--- src/rtl/wb_gpio_poller.sv ---
// wb_gpio_poller: Wishbone master that initialises a GPIO slave, then polls its input word
// and raises sticky per-bit change flags, with timeout and bus-error tracking.
module wb_gpio_poller #(
  parameter int              SIZE        = 32,
  parameter logic [31:0]     BASE        = 32'h0,
  parameter logic [SIZE-1:0] DIR_INIT    = '0,
  parameter logic [SIZE-1:0] OUT_INIT    = '0,
  parameter int              POLL_PERIOD = 1000,
  parameter int              TIMEOUT     = 16
) (
  input  logic            clk,
  input  logic            rst_n,
  output logic            m_cyc,
  output logic            m_stb,
  output logic            m_we,
  output logic [31:0]     m_adr,
  output logic [31:0]     m_dat_o,
  output logic [3:0]      m_sel,
  input  logic [31:0]     m_dat_i,
  input  logic            m_ack,
  input  logic            m_stall,
  input  logic            m_err,
  input  logic            poll_now,
  input  logic [SIZE-1:0] clr,
  output logic [SIZE-1:0] gpio_in,
  output logic [SIZE-1:0] pending,
  output logic            irq,
  output logic            init_done,
  output logic            bus_err
);
  localparam int CW = $clog2(POLL_PERIOD);
  localparam int TW = $clog2(TIMEOUT + 1);
  typedef enum logic [2:0] {INIT_OUT, INIT_DIR, FIRST_RD, WAIT, POLL} state_t;
  state_t          state_q, state_d;
  logic            cyc_q, cyc_d, stb_q, stb_d, we_q, we_d;
  logic [31:0]     adr_q, adr_d, dat_q, dat_d;
  logic [TW-1:0]   tmo_q, tmo_d;
  logic [CW-1:0]   cnt_q, cnt_d;
  logic            poll_q, poll_d, irq_q, init_q, init_d, berr_q, berr_d;
  logic [SIZE-1:0] gpio_q, gpio_d, pend_q, pend_d, rd;
  logic            ack_ok, done, rd_st, issue, unused_ok;
  assign rd        = m_dat_i[SIZE-1:0];
  assign unused_ok = ^m_dat_i;
  // m_err takes priority over m_ack; a timeout completes the cycle as a failure
  assign ack_ok = m_ack && !m_err;
  assign done   = cyc_q && (m_ack || m_err || tmo_q == TW'(TIMEOUT - 1));
  assign rd_st  = state_q == FIRST_RD || state_q == POLL;
  always_comb begin
    state_d = state_q;
    cyc_d   = cyc_q;
    stb_d   = stb_q;
    we_d    = we_q;
    adr_d   = adr_q;
    dat_d   = dat_q;
    tmo_d   = tmo_q;
    cnt_d   = cnt_q;
    poll_d  = poll_q | poll_now;
    gpio_d  = gpio_q;
    pend_d  = pend_q & ~clr;
    init_d  = init_q;
    berr_d  = berr_q;
    issue   = 1'b0;
    if (cyc_q) begin
      tmo_d = tmo_q + 1'b1;
      if (stb_q && !m_stall) stb_d = 1'b0;
      if (done) begin
        cyc_d  = 1'b0;
        stb_d  = 1'b0;
        berr_d = berr_q | ~ack_ok;
        if (rd_st) begin
          gpio_d  = ack_ok ? rd : gpio_q;
          pend_d  = pend_d | ((ack_ok && state_q == POLL) ? rd ^ gpio_q : '0);
          init_d  = init_q | (state_q == FIRST_RD);
          cnt_d   = CW'(POLL_PERIOD - 1);
          poll_d  = 1'b0;
          state_d = (poll_q | poll_now) ? POLL : WAIT;
        end else state_d = state_q == INIT_OUT ? INIT_DIR : FIRST_RD;
      end
    end else if (state_q == WAIT) begin
      poll_d = 1'b0;
      cnt_d  = cnt_q - 1'b1;
      if (poll_now || cnt_q == '0) begin
        state_d = POLL;
        issue   = 1'b1;
      end
    end else issue = 1'b1;
    if (issue) begin
      cyc_d = 1'b1;
      stb_d = 1'b1;
      tmo_d = '0;
      we_d  = state_d == INIT_OUT || state_d == INIT_DIR;
      adr_d = BASE + (state_d == INIT_OUT ? 32'd4 : state_d == INIT_DIR ? 32'd8 : 32'd0);
      dat_d = state_d == INIT_OUT ? 32'(OUT_INIT) : state_d == INIT_DIR ? 32'(DIR_INIT) : 32'd0;
    end
  end
  always_ff @(posedge clk or negedge rst_n)
    if (!rst_n) begin
      state_q <= INIT_OUT;
      cyc_q   <= 1'b0;
      stb_q   <= 1'b0;
      we_q    <= 1'b0;
      adr_q   <= '0;
      dat_q   <= '0;
      tmo_q   <= '0;
      cnt_q   <= '0;
      poll_q  <= 1'b0;
      gpio_q  <= '0;
      pend_q  <= '0;
      irq_q   <= 1'b0;
      init_q  <= 1'b0;
      berr_q  <= 1'b0;
    end else begin
      state_q <= state_d;
      cyc_q   <= cyc_d;
      stb_q   <= stb_d;
      we_q    <= we_d;
      adr_q   <= adr_d;
      dat_q   <= dat_d;
      tmo_q   <= tmo_d;
      cnt_q   <= cnt_d;
      poll_q  <= poll_d;
      gpio_q  <= gpio_d;
      pend_q  <= pend_d;
      irq_q   <= |pend_q;
      init_q  <= init_d;
      berr_q  <= berr_d;
    end
  assign m_cyc     = cyc_q;
  assign m_stb     = stb_q;
  assign m_we      = we_q;
  assign m_adr     = adr_q;
  assign m_dat_o   = dat_q;
  assign m_sel     = 4'hF;
  assign gpio_in   = gpio_q;
  assign pending   = pend_q;
  assign irq       = irq_q;
  assign init_done = init_q;
  assign bus_err   = berr_q;
endmodule

--- config.mk ---
export PLATFORM = sky130hd
export DESIGN_NAME = wb_gpio_poller
export DESIGN_NICKNAME = d
export VERILOG_FILES = /design/src/rtl/wb_gpio_poller.sv
export SDC_FILE = /design/constraint.sdc
export NUM_CORES = 1
export LEC_CHECK = 0
export CORE_ASPECT_RATIO = 1.4
export CORE_MARGIN = 2
export CORE_UTILIZATION = 55
export CTS_CLUSTER_DIAMETER = 60
export CTS_CLUSTER_SIZE = 16
export DETAILED_ROUTE_END_ITERATION = 16
export DONT_BUFFER_PORTS = 1
export PLACE_DENSITY_LB_ADDON = 0.12
export REMOVE_ABC_BUFFERS = 1
export SYNTH_ARGS = -nofsm -noshare
export SYNTH_HDL_FRONTEND = slang
export SYNTH_SLANG_ARGS = --single-unit
--- constraint.sdc ---
create_clock -name clk -period 3.15 [get_ports clk]
set_input_delay 0.1575 -clock clk [delete_from_list [all_inputs] [get_ports clk]]
set_output_delay 0.1575 -clock clk [all_outputs]
set_load 0.05 [all_outputs]
* After elaboration in Yosys (flattened, before gate mapping)
Index checks and enable logic that the tools add are counted.
** Word-level totals
- Input bits :: 70
- Register bits :: 121
** Cells by class
- Reductions and logical operators :: 23
- Multiplexer cells :: 33
- Bitwise gates (word level) :: 8
- Add/sub/neg operators :: 2
- Equality and inequality tests :: 7
** Operator list (number)
- $mux 32 :: 4
- $mux 10 :: 4
- $and 32x32->32 :: 1
- $not 32->32 :: 1
- $or 32x32->32 :: 1
- $reduce_or 32->1 :: 1
- $xor 32x32->32 :: 1
- $mux 3 :: 6
- $mux 1 :: 14
- $logic_not 10->1 :: 1
- $mux 5 :: 2
- $sub 10x1->10 const B :: 1
- $mux 4 :: 2
- $eq 3x2->1 const B :: 2
- $logic_not 3->1 :: 2
- $reduce_and 3->1 :: 2
- $add 5x1->5 const B :: 1
- $eq 5x4->1 const B :: 1
- $logic_or 1x1->1 :: 5
- $logic_and 1x1->1 :: 4
- $ne 2x1->1 const B :: 2
- $reduce_and 2->1 :: 2
- $reduce_and 4->1 :: 1
- $reduce_bool 2->1 :: 2
- other kinds (7) :: 10

* Depth between registers and ports, before layout
Gate-level depths: netlist (run 1).
- Word-level depth :: 8
- Mapped depth :: 7
- Mapped depth without buffers :: 6

* Least setup slack after synthesis (run 1)
No wires, ideal clock.
- Kind :: reg-to-reg
- Start :: register tmo_q[0]
- End :: register cnt_q[7]
- Clock period less this slack :: 1.796 ns
- Cell stages (with the launch flop) :: 8
- Path slack :: 1.354 ns
- Path buffers :: 1
- Arrival time :: 1.663 ns
- Setup time :: 0.134 ns
- Cell sequence :: dfrtp_1 > ha_1 > and3_1 > ha_1 > o31a_1 > clkbuf_1 > a31oi_1 > mux2i_1
** On the way
- Longest elaborated chain between the ends :: 5
** Ends and longest elaborated chain
- start: declaration :: line 37 : logic [TW-1:0] tmo_q, tmo_d;
- start signal: assignment :: line 119 : tmo_q <= tmo_d;
- $eq 5x4->1 :: line 46 : assign done = cyc_q && (m_ack || m_err || tmo_q == TW'(TIMEOUT - 1));
- $logic_or 1x1->1 :: line 46
- $logic_and 1x1->1 :: line 46
- $ne 2x1->1 (no line)
- $reduce_and 3->1 (no line)
- end signal: assignment :: line 120 : cnt_q <= cnt_d;
- end: declaration :: line 38 : logic [CW-1:0] cnt_q, cnt_d;
Every way passes these cells.
A chain may end at the register's enable or synchronous reset.

* Final worst setup path (run 1)
- Start :: register cyc_q, in the netlist m_cyc
- End :: register pend_q[24], in the netlist pending[24]
** On the way
- Longest elaborated chain between the ends :: 3
** Ends and longest elaborated chain
- start: declaration :: line 35 : logic cyc_q, cyc_d, stb_q, stb_d, we_q, we_d;
- start signal: assignment :: line 114 : cyc_q <= cyc_d;
- $logic_and 1x1->1 :: line 46
- $mux 32 :: line 66 : if (done) begin
- $mux 32 (*) :: line 63 : if (cyc_q) begin
- named net pend_d[24] :: line 40 : logic [SIZE-1:0] gpio_q, gpio_d, pend_q, pend_d, rd;
- end signal: assignment :: line 123 : pend_q <= pend_d;
- end: declaration :: line 40
Mark *: on every way through the listed nets, which the timed path passes. The rest lies on a longest branch.

==> results of run 1 <==
-- per-stage QoR --
step | setup WS, ns | std cells | utilization | cell area, um^2 | hold slack (ns)
2_1_floorplan | 0.823 | 401 | - | 4270 | -0.138
3_3_place_gp | 1.07 | 505 | 0.542 | 4420 | -0.136
3_5_place_dp | 1.03 | 505 | 0.542 | 4420 | -0.136
4_1_cts | 1.02 | 597 | 0.673 | 5490 | 0.000667
5_1_grt | 0.767 | 598 | 0.674 | 5490 | 0.00879
6_report | 0.931 | 598 | 0.674 | 5490 | 0.00933
-- flip-flops by register name, summed over array words and instances, names as in the netlist --
name / cells
tmo_q: 5
m_we: 1
m_cyc: 1
gpio_in: 32
pending: 32
poll_q: 1
init_done: 1
cnt_q: 10
irq: 1
state_q: 3
m_adr: 2
bus_err: 1
m_stb: 1
-- worst paths after layout --
| path | start | end | slack, ns |
|---|---|---|---|
| max reg2reg | m_cyc | pending[24] | 0.93 |
| min | m_dat_i[11] | pending[11] | 0.009 |
| max | m_cyc | pending[24] | 0.93 |
| min reg2reg | cnt_q[9] | cnt_q[9] | 0.48 |
| min in group asynchronous | rst_n | tmo_q[2] | 0.39 |
| max in group asynchronous | rst_n | pending[23] | 2.42 |
-- routing by layer --
metal	GRT usage	share of wire	vias up
li1	-	-	1481
met1	0.253	0.36	1576
met2	0.419	0.53	139
met3	0.0611	0.077	29
met4	0.125	0.033	0
met5	0	0	-
-- kinds of logic after synthesis --
| logic type | after synthesis | synth area share |
|---|---|---|
| compound gates | 76 | 0.113 |
| xor+xnor | 34 | 0.0661 |
| fa+ha+maj | 3 | 0.00812 |
| buf+inv | 123 | 0.161 |
| flops | 91 | 0.493 |
| mux | 35 | 0.0845 |
| other cells | 2 | 0.00162 |
| simple gates | 55 | 0.0736 |
-- worst reg2reg max path: cells and delay by family (launching register included) --
| family | cells | cell delay, ns |
|---|---|---|
| AND/OR/NAND/NOR | 1 | 0.18 |
| buffers and inverters | 2 | 0.88 |
| AO/OA/AOI/OAI | 1 | 0.23 |
| flip-flops | 1 | 0.88 |
-- power by group --
part | internal, uW | switching, uW | total (uW)
clock network | 620 | 417 | 1040
logic | 557 | 583 | 1140
registers | 1480 | 1450 | 2930
total | 2660 | 2450 | 5110
-- final cells by class --
type | count | area (um^2)
Antenna cell | 1 | 2.50
Inverter | 41 | 154
Tap cell | 102 | 128
Fill cell | 595 | 2660
Sequential cell | 91 | 2280
Clock buffer | 15 | 288
Clock inverter | 1 | 5.00
Timing Repair Buffer | 78 | 793
Multi-Input combinational cell | 269 | 1840
-- cells in the final DEF, fill, tap and decap left out, types with 2 or more instances in the layout --
cell type,count
mux2_2,2
nor2_1,7
o31ai_1,4
clkbuf_8,4
and4_1,2
mux2i_1,3
o211ai_1,2
o21bai_1,2
a32o_1,3
conb_1,66
inv_1,41
nand2_1,2
nor4_1,10
a31o_2,3
o22ai_1,34
clkbuf_16,9
a22oi_1,2
ha_1,3
a21oi_1,5
or4_1,3
o21ai_0,4
buf_4,2
xnor2_1,33
or2_2,3
nand3_1,3
nand4_1,8
nor2b_1,4
dfrtp_1,91
dlygate4sd3_1,75
clkbuf_1,2
and3_1,4
a31oi_1,8
nor3_1,4
mux2_1,30
==> results_dict.tcl, run 1 <==
set metrics [dict create \
    clock_latency_ns 0.34 \
    worstHoldPathType "in2reg" \
    fmax_mhz 451 \
    post_cts_buffers 0 \
    ys.warnings.count 0 \
    drive_above_1_share 0.0566 \
    first_pass_iters 4 \
    required_ns 3.43 \
    cts_tree "done" \
    grt_pass1_wl_um 16500 \
    skew_ns 0.00284 \
    rsz0062_at_grt "no" \
    grt_pass1_vias 3344 \
    num_rows 39 \
    crit_slowest_cell "dfrtp_1" \
    die_w_um 81.5 \
    ys_async_sr_fraction 1.00 \
    synth_commonest_cells "91 x dfrtp_1, 69 x buf_4, 41 x inv_1, 34 x o22ai_1, 33 x xnor2_1" \
    die_area_mm2 0.00916 \
    synth_top_area_share 0.493 \
    path_max_fanout 32 \
    ys_types 47 \
    detailed_place_hpwl_um 7120 \
    yosys.cell_count.top_type "dfrtp_1" \
    reg2reg_depth 4 \
    clockBufferDepth 2 \
    synth_area_leaders "dfrtp_1 49%, buf_4 11%, mux2_1 7.3%" \
    cts-hold-fix-buffers 76 \
    clock-sinks 91 \
    startpoint_type "flop" \
    maxSlewViolCount 0 \
    core_mm2 0.00815 \
    hold_violations 0 \
    cpPeakStageDelay_ns 0.88 \
    hold_depth 2 \
    p_leak_uw 0.00243 \
    worst-path-buf-inv 2 \
    drc_errors 0 \
    ctsResizeCount 0 \
    area.growth.synth_to_final_pct 18.8 \
    io-pin-count 208 \
    synth_area_leader_cell "dfrtp_1" \
    ys_ff_latch 91 \
    root_buffer "clkbuf_16" \
    outcome "finished clean" \
    cts_buffers 9 \
    relSlewSlack 0.451 \
    die_y_um 112 \
    period_share 0.704 \
    synth_area_mm2 0.00462 \
    worstPathCellList "nand4_1 > buf_4 > o22ai_1 > dlygate4sd3_1" \
    pwr_density_cell_mw_per_mm2 931 \
    peakVddDrop_uv 603 \
    final_nets 563 \
    worst_slew_pin_slew_ns 0.824 \
    maxCapViolCount 0 \
    gp_congestion 0.839 \
    detail-route-antenna-nets 0 \
    ys.flop_type "dfrtp_1" \
    yosysSeqAreaShare 0.493 \
    avgSynthCellArea_um2 11.0 \
    post_drt_wl_per_cell_um 18.0 \
    htree_levels 3 \
    first_iter_violations 169 \
    worstSetupPathType "reg2reg" \
    cts.clk_slew.worst_paths_ns 0.06 \
    wirelength_um 10700 \
    setup_viol 0 \
    vias_per_cell 5.39 \
    critPathTopFamily "flip-flops" \
    grt_usage 0.238 \
    synth_cells 419 \
    vias 3225 \
    synth_enable_flop_cells 0 \
    grt_start_max_net_pins 92 \
    power.total_uw 5110 \
    setup_tns_ns 0 \
    antenna_found_initial 1 \
    period_needed_ns 2.22 \
    overflow 0 \
    numPortBuffers 0 \
    cp_data_arrival_time_ns 2.49 \
    initial_utilization 0.567 \
    endpoint_kind "flop" \
    cp.depth 4 \
]
Note: power is estimated with default switching activity, not from simulation.
==> run 2, diff against run 1 <==
==> constraint.sdc (replaced) <==
create_clock -name clk -period 2.15 [get_ports clk]
set_input_delay 0.1075 -clock clk [delete_from_list [all_inputs] [get_ports clk]]
set_output_delay 0.1075 -clock clk [all_outputs]
set_load 0.05 [all_outputs]
==> results_dict.tcl, run 2 (synthesis results as in run 1) <==
set metrics [dict create \
    worstHoldPathType "in2async" \
    first_pass_iters 4 \
    final_common_cell "dlygate4sd3_1" \
    maxCapViolCount 0 \
    grt_pass1_wl_um 18500 \
    numPortBuffers 0 \
    vias 3464 \
    p_switching_uw 3720 \
    fmax_mhz 492 \
    use_met2 0.479 \
    swShare 0.471 \
    cp_data_arrival_time_ns 2.25 \
    clockBufferDepth 2 \
    outcome "finished with violations" \
    combinationalPowerShare 0.261 \
    post_cts_buffers 0 \
    most-common-layout-cells "98 x dlygate4sd3_1, 91 x dfrtp_1, 66 x conb_1" \
    grt_use_met1 0.288 \
    period_share 0.945 \
    final_nets 605 \
    pwr_density_cell_mw_per_mm2 1340 \
    period_needed_ns 2.03 \
    seqPwrFrac 0.524 \
    endpoint_kind "flop" \
    grt_usage 0.267 \
    detail-route-antenna-nets 0 \
    cts_tree "done" \
    gp_congestion 0.825 \
    grt_busiest_layer "met2" \
    timing.hold.ws_ns -0.541 \
    core_mm2 0.00815 \
    antenna_found_initial 0 \
    ctsResizeCount 0 \
    antenna_cells 0 \
    rsz0062_at_grt "no" \
    skew_ns 0.00652 \
    area.growth.synth_to_final_pct 27.3 \
    setup_viol 0 \
    wirelength_um 12000 \
    post_drt_wl_per_cell_um 18.8 \
    intPower_uw 4170 \
    required_ns 2.36 \
    relSlewSlack 0.602 \
    maxSlewViolCount 0 \
    cts.clk_slew.worst_paths_ns 0.06 \
    reg2reg_depth 6 \
    drc_errors 0 \
    io-pin-count 208 \
    drive_above_1_share 0.0912 \
    met3_usage 0.0595 \
    overflow 0 \
    die_w_um 81.5 \
    setup_tns_ns 0 \
    path_max_fanout 32 \
    r2r_slack_ns 0.12 \
    violations "negative hold slack" \
    grt_start_max_net_pins 92 \
    root_buffer "clkbuf_16" \
    timing.rr.end "pending[22]" \
    worst_slew_pin_slew_ns 0.597 \
    num_rows 39 \
    die_area_mm2 0.00916 \
    hold_violations 91 \
    htree_levels 3 \
    utilization 0.722 \
    first_iter_violations 179 \
    clock_latency_ns 0.34 \
    cts-hold-fix-buffers 98 \
    die_y_um 112 \
    clock-sinks 91 \
    vias_per_cell 5.42 \
    r2r_start "state_q[1]" \
    cts_buffers 9 \
    detailed_place_hpwl_um 7340 \
    peakVddDrop_uv 721 \
    p_clk_frac 0.215 \
    p_leak_uw 0.00269 \
    worstSetupPathType "reg2reg" \
    grt_pass1_vias 3684 \
    initial_utilization 0.567 \
    startpoint_type "flop" \
]
-- run 2: changes by cell type in the layout (fill, tap and decap cells not counted), sizes merged --
cell         delta
clkbuf          -6
buf            +19
dlygate4sd3    +23
clkinvlp        +1
diode           -1
clkinv          +1
inv             +2
bufinv          +2
-- run 2: layout make-up --
class	instances	area [um^2]
inverter	41	154
clock inverter	7	98.8
fill	534	2270
sequential	91	2280
timing repair buffer	120	1160
tap	102	128
multi-input combinational	269	1840
clock buffer	9	225
-- run 2: power groups by stage --
stage          Combinational, uW  Sequential (uW)  Clock (uW)
6_report                    2060             4140        1690
5_1_grt                     2220             4200        1810
4_1_cts                     2010             4120        1730
3_5_place_dp                1800             4160           0
3_3_place_gp                1760             4130           0
2_1_floorplan               1300             4130           0
-- run 2: layer usage --
layer  vias up  wire [um]
li1       1572          -
met3        34        860
met2       150       6640
met5         -          0
met1      1708       4110
met4         0        393
-- run 2: metrics by stage --
stage / total power (uW) / worst slack, ns / cells / area (um^2)
2_1_floorplan: 5430 / -0.177 / 401 / 4270
3_3_place_gp: 5890 / 0.283 / 525 / 4580
3_5_place_dp: 5960 / 0.219 / 525 / 4580
4_1_cts: 7860 / 0.168 / 639 / 5880
5_1_grt: 8230 / 0.0236 / 639 / 5880
6_report: 7890 / 0.118 / 639 / 5880
-- run 2: worst max-delay path by stage --
stage | startpoint | end | depth (start not counted)
floorplan | m_cyc | gpio_in[0] | 2
global placement | tmo_q[0] | cnt_q[0] | 6
detailed placement | tmo_q[0] | cnt_q[0] | 6
CTS | state_q[1] | pending[22] | 6
global route | tmo_q[0] | state_q[1] | 6
finish | state_q[1] | pending[22] | 6
-- run 2: critical path: stages (launching register included) --
cell and delay (ns):
dfrtp_1 0.39, buf_4 0.19, nor2_1 0.07, nand4_1 0.10, buf_4 0.36, o22ai_1 0.17, dlygate4sd3_1 0.61
==> run 3, diff against run 2 <==
==> constraint.sdc (replaced) <==
create_clock -name clk -period 2.15 [get_ports clk]
set_input_delay 0.3225 -clock clk [delete_from_list [all_inputs] [get_ports clk]]
set_output_delay 0.3225 -clock clk [all_outputs]
set_load 0.05 [all_outputs]
==> results_dict.tcl, run 3 (synthesis results as in run 1) <==
set metrics [dict create \
    r2r_start "tmo_q[0]" \
    clock_latency_ns 0.33 \
    pwr_density_cell_mw_per_mm2 1550 \
    first_iter_violations 136 \
    peakVddDrop_uv 705 \
    vias_per_cell 5.46 \
    seq_area_mm2 0.00228 \
    worst_slew_pin_slew_ns 0.584 \
    post_cts_buffers 0 \
    r2r_slack_ns 0.19 \
    maxCapViolCount 0 \
    wirelength_um 9870 \
    cp_data_arrival_time_ns 2.17 \
    cts_buffers 9 \
    ctsResizeCount 0 \
    detailed_place_hpwl_um 7340 \
    antenna_found_initial 0 \
    die_area_mm2 0.00916 \
    endpoint_kind "flop" \
    numPortBuffers 0 \
    final_common_cell "dfrtp_1" \
    worstSetupPathType "reg2reg" \
    path_max_fanout 14 \
    vias 2956 \
    rsz0062_at_grt "no" \
    grt_pass1_vias 2996 \
    p_leak_uw 0.00219 \
    final.setup.worst_slack_ns 0.194 \
    required_ns 2.36 \
    post_drt_wl_per_cell_um 18.2 \
    htree_levels 3 \
    die_y_um 112 \
    grt_start_max_net_pins 92 \
    setup_viol 0 \
    drc_errors 0 \
    startpoint_type "flop" \
    crit_top_cell "ha_1" \
    overflow 0 \
    first_pass_iters 4 \
    place_inst 525 \
    relSlewSlack 0.611 \
    worstPathCellList "ha_1 > and3_1 > ha_1 > o31a_1 > a311oi_1 > a21oi_1" \
    worstHoldPathType "in2async" \
    cts_tree "done" \
    violations "negative hold slack" \
    die_w_um 81.5 \
    clockBufferDepth 2 \
    pre_cts_ws_ns 0.219 \
    timing.rr.end "cnt_q[0]" \
    period_share 0.910 \
    maxSlewViolCount 0 \
    nFillCells 681 \
    detail-route-antenna-nets 0 \
    layoutNonFillerInstCount 541 \
    grt_pass1_wl_um 15200 \
    most-common-layout-cells "91 x dfrtp_1, 66 x conb_1, 41 x inv_1" \
    multi_input_comb_area_mm2 0.00184 \
    cts.clk_slew.worst_paths_ns 0.07 \
    reg2reg_depth 6 \
    core_mm2 0.00815 \
    hold_violations 91 \
    root_buffer "clkbuf_16" \
    cpPeakStageDelay_ns 0.42 \
    crit_slowest_cell "o31a_1" \
    antenna_cells 0 \
    num_rows 39 \
    initial_utilization 0.567 \
    fmax_mhz 511 \
    timing.hold.ws_ns -0.326 \
    io-pin-count 208 \
    power.total_uw 7590 \
    outcome "finished with violations" \
    area.growth.synth_to_final_pct 6.06 \
    final_nets 507 \
    period_needed_ns 1.96 \
    skew_ns 0.00737 \
    grt_usage 0.219 \
    gp_congestion 0.825 \
    drive_above_1_share 0.112 \
    clock-sinks 91 \
]
==> run 3: changes by cell type in the layout (fill, tap and decap cells not counted), sizes merged <==
cell,change
dlygate4sd3,-98
==> run 3: worst max-delay path, delay by kind of cell, from the launching register on <==
family | cells | cell delay, ns
compound gates | 3 | 0.83
fa+ha+maj | 2 | 0.41
flops | 1 | 0.41
simple gates | 1 | 0.18
==> run 3: stage by stage <==
step / setup TNS, ns / util / cell area, um^2
floorplan: -4.75 / - / 4270
global placement: 0 / 0.562 / 4580
detailed placement: 0 / 0.562 / 4580
CTS: 0 / 0.602 / 4900
global route: 0 / 0.602 / 4900
finish: 0 / 0.602 / 4900
==> run 3: routing by layer <==
metal | GRT usage | vias to the layer above | part of all wire
li1 | - | 1374 | -
met1 | 0.244 | 1439 | 0.35
met2 | 0.381 | 124 | 0.54
met3 | 0.0723 | 19 | 0.088
met4 | 0.0814 | 0 | 0.026
met5 | 0 | - | 0
==> run 3: where the power goes <==
group	internal, uW	total, uW	switching, uW
clock	1030	1690	662
combinational	807	1800	988
sequential	2170	4100	1930
total	4010	7590	3580
==> run 3: area by class of cell <==
class | count | share of cell area
clock buffer | 9 | 0.0459
inverter | 41 | 0.0314
multi-input combinational | 269 | 0.376
sequential | 91 | 0.465
tap | 102 | 0.0260
clock inverter | 7 | 0.0202
timing repair buffer | 22 | 0.0362
==> run 3: worst max path at each step <==
stage          startpoint    endpoint  slack, ns  cells after the start
2_1_floorplan       m_cyc  gpio_in[0]      -0.18                      2
3_3_place_gp     tmo_q[0]    cnt_q[0]       0.28                      6
3_5_place_dp     tmo_q[0]    cnt_q[0]       0.22                      6
4_1_cts          tmo_q[0]    cnt_q[0]       0.20                      6
5_1_grt          tmo_q[0]  state_q[1]       0.02                      6
6_report         tmo_q[0]    cnt_q[0]       0.19                      6
